===== src/rtl/mesi_cache_agent.sv =====
// Per-core MESI coherence agent: turns CPU requests into ISC main-bus commands and
// answers coherence-bus snoop/enable commands from a direct-mapped line-state table.
module mesi_cache_agent #(
  parameter int unsigned IDX_W  = 2,
  parameter int unsigned WB_LAT = 3
) (
  input  logic        clk,
  input  logic        rst,
  input  logic        cpu_req_i,
  input  logic        cpu_wr_i,
  input  logic [31:0] cpu_addr_i,
  output logic        cpu_busy_o,
  output logic        cpu_done_o,
  output logic [2:0]  mbus_cmd_o,
  output logic [31:0] mbus_addr_o,
  input  logic        mbus_ack_i,
  input  logic [2:0]  cbus_cmd_i,
  input  logic [31:0] cbus_addr_i,
  output logic        cbus_ack_o,
  output logic        protocol_err_o
);
  localparam int unsigned ENTRIES = 1 << IDX_W;
  localparam int unsigned TAG_W   = 30 - IDX_W;
  localparam int unsigned CNT_W   = 4;

  localparam logic [2:0] MB_NOP = 3'd0, MB_WR = 3'd1, MB_RD = 3'd2,
                         MB_WR_BROAD = 3'd3, MB_RD_BROAD = 3'd4;
  localparam logic [2:0] CB_NOP = 3'd0, CB_WR_SNOOP = 3'd1, CB_RD_SNOOP = 3'd2,
                         CB_EN_WR = 3'd3, CB_EN_RD = 3'd4;
  localparam logic [1:0] ST_I = 2'd0, ST_S = 2'd1, ST_E = 2'd2, ST_M = 2'd3;

  typedef enum logic [2:0] {R_IDLE, R_BREQ, R_WAIT_EN, R_ENACK, R_MREQ} req_state_e;
  typedef enum logic [1:0] {S_IDLE, S_WB, S_ACK} snp_state_e;

  req_state_e                    req_st_q, req_st_d;
  snp_state_e                    snp_st_q, snp_st_d;
  logic [31:0]                   req_addr_q, req_addr_d;
  logic                          req_wr_q, req_wr_d;
  logic [IDX_W-1:0]              snp_idx_q, snp_idx_d;
  logic [TAG_W-1:0]              snp_tag_q, snp_tag_d;
  logic                          snp_rd_q, snp_rd_d;
  logic                          snp_err_q, snp_err_d;
  logic [CNT_W-1:0]              wb_cnt_q, wb_cnt_d;
  logic [ENTRIES-1:0][TAG_W-1:0] tag_q, tag_d;
  logic [ENTRIES-1:0][1:0]       mesi_q, mesi_d;
  logic                          cpu_busy_q, cpu_busy_d;
  logic                          cpu_done_q, cpu_done_d;
  logic [2:0]                    mbus_cmd_q, mbus_cmd_d;
  logic [31:0]                   mbus_addr_q, mbus_addr_d;
  logic                          cbus_ack_q, cbus_ack_d;
  logic                          cbus_ign_q;
  logic                          prot_err_q, prot_err_d;

  logic             cbus_live_c, is_snoop_c, en_take_c, cbus_hit_m_c, snp_hit_c;
  logic [IDX_W-1:0] cbus_idx_c, req_idx_c;
  logic [TAG_W-1:0] cbus_tag_c, req_tag_c;

  // The held command is still visible during the ack cycle and the one after it.
  assign cbus_live_c  = (cbus_cmd_i != CB_NOP) && !cbus_ack_q && !cbus_ign_q;
  assign is_snoop_c   = (cbus_cmd_i == CB_WR_SNOOP) || (cbus_cmd_i == CB_RD_SNOOP);
  assign en_take_c    = cbus_live_c && (req_st_q == R_WAIT_EN) && (cbus_addr_i == req_addr_q)
                        && (cbus_cmd_i == (req_wr_q ? CB_EN_WR : CB_EN_RD));
  assign cbus_idx_c   = cbus_addr_i[IDX_W+1:2];
  assign cbus_tag_c   = cbus_addr_i[31:IDX_W+2];
  assign cbus_hit_m_c = (mesi_q[cbus_idx_c] == ST_M) && (tag_q[cbus_idx_c] == cbus_tag_c);
  assign snp_hit_c    = (mesi_q[snp_idx_q] != ST_I) && (tag_q[snp_idx_q] == snp_tag_q);
  assign req_idx_c    = req_addr_q[IDX_W+1:2];
  assign req_tag_c    = req_addr_q[31:IDX_W+2];

  // State register, captured data, line table and registered outputs
  always_ff @(posedge clk) begin
    if (rst) begin
      req_st_q    <= R_IDLE;
      snp_st_q    <= S_IDLE;
      req_addr_q  <= '0;
      req_wr_q    <= 1'b0;
      snp_idx_q   <= '0;
      snp_tag_q   <= '0;
      snp_rd_q    <= 1'b0;
      snp_err_q   <= 1'b0;
      wb_cnt_q    <= '0;
      tag_q       <= '0;
      mesi_q      <= {ENTRIES{ST_I}};
      cpu_busy_q  <= 1'b0;
      cpu_done_q  <= 1'b0;
      mbus_cmd_q  <= MB_NOP;
      mbus_addr_q <= '0;
      cbus_ack_q  <= 1'b0;
      cbus_ign_q  <= 1'b0;
      prot_err_q  <= 1'b0;
    end else begin
      req_st_q    <= req_st_d;
      snp_st_q    <= snp_st_d;
      req_addr_q  <= req_addr_d;
      req_wr_q    <= req_wr_d;
      snp_idx_q   <= snp_idx_d;
      snp_tag_q   <= snp_tag_d;
      snp_rd_q    <= snp_rd_d;
      snp_err_q   <= snp_err_d;
      wb_cnt_q    <= wb_cnt_d;
      tag_q       <= tag_d;
      mesi_q      <= mesi_d;
      cpu_busy_q  <= cpu_busy_d;
      cpu_done_q  <= cpu_done_d;
      mbus_cmd_q  <= mbus_cmd_d;
      mbus_addr_q <= mbus_addr_d;
      cbus_ack_q  <= cbus_ack_d;
      cbus_ign_q  <= cbus_ack_q;
      prot_err_q  <= prot_err_d;
    end
  end

  // Next state for both FSMs; EN commands not taken by the request side go to the snoop side
  always_comb begin
    req_st_d   = req_st_q;
    req_addr_d = req_addr_q;
    req_wr_d   = req_wr_q;
    snp_st_d   = snp_st_q;
    snp_idx_d  = snp_idx_q;
    snp_tag_d  = snp_tag_q;
    snp_rd_d   = snp_rd_q;
    snp_err_d  = snp_err_q;
    wb_cnt_d   = wb_cnt_q;
    case (req_st_q)
      R_IDLE: if (cpu_req_i) begin
        req_addr_d = cpu_addr_i;
        req_wr_d   = cpu_wr_i;
        req_st_d   = R_BREQ;
      end
      R_BREQ:    if (mbus_ack_i) req_st_d = R_WAIT_EN;
      R_WAIT_EN: if (en_take_c) req_st_d = R_ENACK;
      R_ENACK:   req_st_d = R_MREQ;
      R_MREQ:    if (mbus_ack_i) req_st_d = R_IDLE;
      default:   req_st_d = R_IDLE;
    endcase
    case (snp_st_q)
      S_IDLE: if (cbus_live_c && !en_take_c) begin
        snp_idx_d = cbus_idx_c;
        snp_tag_d = cbus_tag_c;
        snp_rd_d  = (cbus_cmd_i == CB_RD_SNOOP);
        snp_err_d = !is_snoop_c;
        wb_cnt_d  = CNT_W'(WB_LAT) - CNT_W'(1);
        if (is_snoop_c && cbus_hit_m_c && (WB_LAT != 0)) snp_st_d = S_WB;
        else snp_st_d = S_ACK;
      end
      S_WB: begin
        if (wb_cnt_q == '0) snp_st_d = S_ACK;
        else wb_cnt_d = wb_cnt_q - CNT_W'(1);
      end
      S_ACK:   snp_st_d = S_IDLE;
      default: snp_st_d = S_IDLE;
    endcase
  end

  // Output values for the coming cycle, derived from the next state
  always_comb begin
    cpu_busy_d = (req_st_d != R_IDLE);
    cpu_done_d = (req_st_q == R_MREQ) && mbus_ack_i;
    mbus_cmd_d = MB_NOP;
    if (req_st_d == R_BREQ) mbus_cmd_d = req_wr_d ? MB_WR_BROAD : MB_RD_BROAD;
    else if (req_st_d == R_MREQ) mbus_cmd_d = req_wr_d ? MB_WR : MB_RD;
    mbus_addr_d = (mbus_cmd_d != MB_NOP) ? req_addr_d : '0;
    cbus_ack_d  = (req_st_d == R_ENACK) || (snp_st_d == S_ACK);
    prot_err_d  = (snp_st_d == S_ACK) && snp_err_d;
  end

  // Line table: snoop downgrade at ack, own completion installs last so it wins
  always_comb begin
    tag_d  = tag_q;
    mesi_d = mesi_q;
    if ((snp_st_q == S_ACK) && !snp_err_q && snp_hit_c) begin
      if (!snp_rd_q) mesi_d[snp_idx_q] = ST_I;
      else if ((mesi_q[snp_idx_q] == ST_M) || (mesi_q[snp_idx_q] == ST_E)) mesi_d[snp_idx_q] = ST_S;
    end
    if (cpu_done_d) begin
      tag_d[req_idx_c]  = req_tag_c;
      mesi_d[req_idx_c] = req_wr_q ? ST_M : ST_S;
    end
  end

  assign cpu_busy_o     = cpu_busy_q;
  assign cpu_done_o     = cpu_done_q;
  assign mbus_cmd_o     = mbus_cmd_q;
  assign mbus_addr_o    = mbus_addr_q;
  assign cbus_ack_o     = cbus_ack_q;
  assign protocol_err_o = prot_err_q;

endmodule


===== config.mk =====
export PLATFORM = sky130hd
export DESIGN_NAME = mesi_cache_agent
export DESIGN_NICKNAME = d
export VERILOG_FILES = /design/src/rtl/mesi_cache_agent.sv
export SDC_FILE = /design/constraint.sdc
export NUM_CORES = 1
export LEC_CHECK = 0
export ABC_AREA = 1
export BUFFER_PORTS_ARGS = -buffer_cell sky130_fd_sc_hd__buf_4
export CAP_MARGIN = 20
export CORE_MARGIN = 5
export CORE_UTILIZATION = 35
export DETAILED_ROUTE_END_ITERATION = 10
export PLACE_DENSITY = 0.63
export SLEW_MARGIN = 25
export SYNTH_ARGS = -nofsm -noshare
export SYNTH_HDL_FRONTEND = slang
export SYNTH_SLANG_ARGS = --single-unit

===== constraint.sdc =====
create_clock -name clk -period 1.8 [get_ports clk]
set_input_delay 0.36 -clock clk [delete_from_list [all_inputs] [get_ports clk]]
set_output_delay 0.36 -clock clk [all_outputs]
set_load 0.05 [all_outputs]

==> flow_summary.toml <==
[power]
leakagePower_nw = 7.43
p_total_mw = 15.9
power_density_mw_per_mm2 = 956
ir_worst_vdd_uv = 643

[detailed_routing]
drt_wl_total_um = 48500
antenna_left = 0
drc = 0
drt_iter0_markers = 1045
vias = 13200
wire_per_inst_um = 18.8
dr.pass1.iters = 5
routed_via_density = 5.14

[clock_tree]
numClockSinks = 234
clockBufferDepth = 3
cts_made_buffers = 26
holdBufCountCts = 0
htreeDepth = 1
root_buffer = "clkbuf_16"
clk_pin_slew_worst_paths_ns = 0.06
clk_latency_ns = 0.55
cts_tree = "done"

[global_routing]
overflow = 0
antenna_found_initial = 1
grt_pass1_vias = 12600
grt_pass1_wl_um = 73000
grt_max_degree = 52
grt_usage_pct = 25.5

[worst_setup_path]
end_kind = "flop"
path_cells = "buf_4, nand2_1, nand2_1, nand2_1, nand3_1, nand2_1, nor2_1, nand2_1, nor2_1, nand2_2, nor2_4, nand3_2, nand2_1, nand3_1, nand2_1, inv_1"
ff2ff_path_depth = 16
crit_required_ns = 2.25
crit_path_frequent_cell = "nand2_1"
path_class = "reg -> reg"
cp_slowest_cell = "dfxtp_4"
cp_data_arrival_time_ns = 2.60
slowest_delay_ns = 0.44
start_kind = "flop"
path_max_fanout = 12

[timing]
max_freq_mhz = 465
hold_viol = 0
finClkSkew_ns = 0.0145
max-slew-margin-rel_pct = 71.0
min_period_ns = 2.15
fin_crit_sh_pct = 120
worstMarginPinSlew_ns = 0.434
fin_ws_ns = -0.351
rsz0062_at_grt = "yes"
finalMaxSlewViolations = 0
setup_violations = 50

[logic_synthesis]
synth_cells = 1807
synthArstFlopShare_pct = 0
avgSynthCellArea_um2 = 6.48
synth_edf_count = 0
synth_fp_nets = 1881
synth_warnings = 0
syn_area_mm2 = 0.0117
synth.ff_latch_count = 234
ys_seq_area_share_pct = 40.0
synth_flop_cell = "dfxtp_1"
synth_cell_types = 34

[floorplan]
core-area_mm2 = 0.0333
std_cell_rows = 67
dieArea_mm2 = 0.0372
die_w_um = 193
top_level_ports = 111
die_h_um = 193
start_util_pct = 35.2

[placement]
dpl_cell_area_mm2 = 0.0146
io_buffers = 110
place.gp.congestion = 0.931
hpwlAfterDp_um = 34300
pre_cts_ws_ns = -0.700

[final_layout]
fin_area_mm2 = 0.0166
area_growth_pct = 41.9
fin_nets = 2181
n_antenna_cell = 0
drive_above_1_share_pct = 26.3

[run_status]
status = "finished with violations"
violations = "setup timing"

[hold_path]
whs_path_depth = 3
hold_class = "in -> reg"

[flow_run]
cap_violations = 0
layout make-up:
type / instances / area (um2)
fill: 3351 / 16700
timing repair buffer: 375 / 3350
sequential: 234 / 4700
clock inverter: 17 / 228
tap: 448 / 561
clock buffer: 30 / 717
multi-input combinational: 1372 / 6670
inverter: 97 / 380
timing repair inverter: 1 / 5.00
final timing paths:
check | from | to | slack, ns
worst max-delay path | snp_idx_q[0] | mesi_q[4] | -0.35
worst min-delay path | cpu_addr_i[31] | req_addr_q[31] | 0.09
worst max register to register | snp_idx_q[0] | mesi_q[4] | -0.35
worst min register to register | snp_tag_q[7] | snp_tag_q[7] | 0.47
metrics by stage:
step	hold slack [ns]	std cells	setup TNS, ns	util (%)
after floorplan	0.435	1807	0	-
after global placement	0.452	2497	-17.70	43.8
after detailed placement	0.455	2497	-19.59	43.8
after CTS	0.0792	2562	-8.36	48.8
after global routing	0.110	2574	-15.83	49.9
final	0.0864	2574	-11.21	49.9
placed cells by master (no fill, tap or decap), types with 9 or more instances in the layout:
cell       instances
nand2_2           34
buf_4            330
dfxtp_1          227
xor2_1            12
o21ai_2           16
xnor2_1           24
a21oi_1           64
buf_12            23
nor2_1           320
buf_6             10
o21ai_1           15
a21oi_2           12
nor4_1            31
nor2_2            12
o21ai_0          151
clkbuf_16         31
inv_1             88
xnor2_2            9
nand2_1          463
nand4_1           22
nor3_1            40
nand3_1           89
power breakdown:
group          switching, mW  internal, mW  total, mW  leakage [nW]
Clock                   2.37          3.57       5.94         0.457
Sequential             0.226          5.48       5.71          1.91
Combinational           2.43          1.79       4.22          5.06
Total                   5.03          10.8       15.9          7.43
critical path, delay by kind of cell, from the launching register on:
kind | cells | cell delay (ns)
flip-flops | 1 | 0.44
buffers and inverters | 2 | 0.27
AND/OR/NAND/NOR | 14 | 1.34
registers in the layout, indices dropped and copies added, names as in the netlist:
name            count
snp_idx_q           2
snp_rd_q            1
mbus_cmd_o          3
cbus_ign_q          1
protocol_err_o      1
req_wr_q            1
cpu_busy_o          1
cbus_ack_o          1
cpu_done_o          1
req_st_q            3
mesi_q              8
snp_err_q           1
mbus_addr_o        32
wb_cnt_q            4
tag_q             112
snp_tag_q          28
snp_st_q            2
req_addr_q         32
logic make-up after synthesis:
family,synth area share [%]
buf+inv,7.40
flops,40.0
mux,0.0855
compound gates,12.0
xor+xnor,3.44
simple gates,36.9
fa+ha+maj,0.214
repair_timing:
action | in CTS | in global routing
endpoints found under the setup margin | 60 | 75
resized for setup | 135 | 70
cloned | 7 | 5
pin swaps | 38 | 29
buffers inserted | 13 | 9
Yosys cell counts, types with 2 or more instances:
master      n  area share [%]
nor4_1     32             1.7
clkbuf_1   64             2.1
ha_1        2            0.21
nor2_1    335              11
xnor2_1    33             2.5
nand2_1   504              16
buf_1       4            0.13
nand3b_1    7            0.45
buf_4       8            0.51
dfxtp_1   234              40
buf_6       7            0.67
or2_2       6            0.32
o211ai_1    4            0.26
buf_2      21            0.90
o21ai_0   184             7.9
a21oi_1    77             3.3
inv_1      95             3.0
o22ai_1     4            0.21
nand3_1    97             4.1
nor3_1     42             1.8
xor2_1     13            0.97
nand4_1    22             1.2
routing by layer:
metal	wire length (um)	GRT usage [%]	vias up	part of all wire, %
li1	-	-	6453	-
met1	20900	35.2	6072	43
met2	20500	38.6	598	42
met3	4900	6.08	116	10
met4	2200	9.54	0	4.5
met5	0	0	-	0
(Power assumes the default switching activity.)
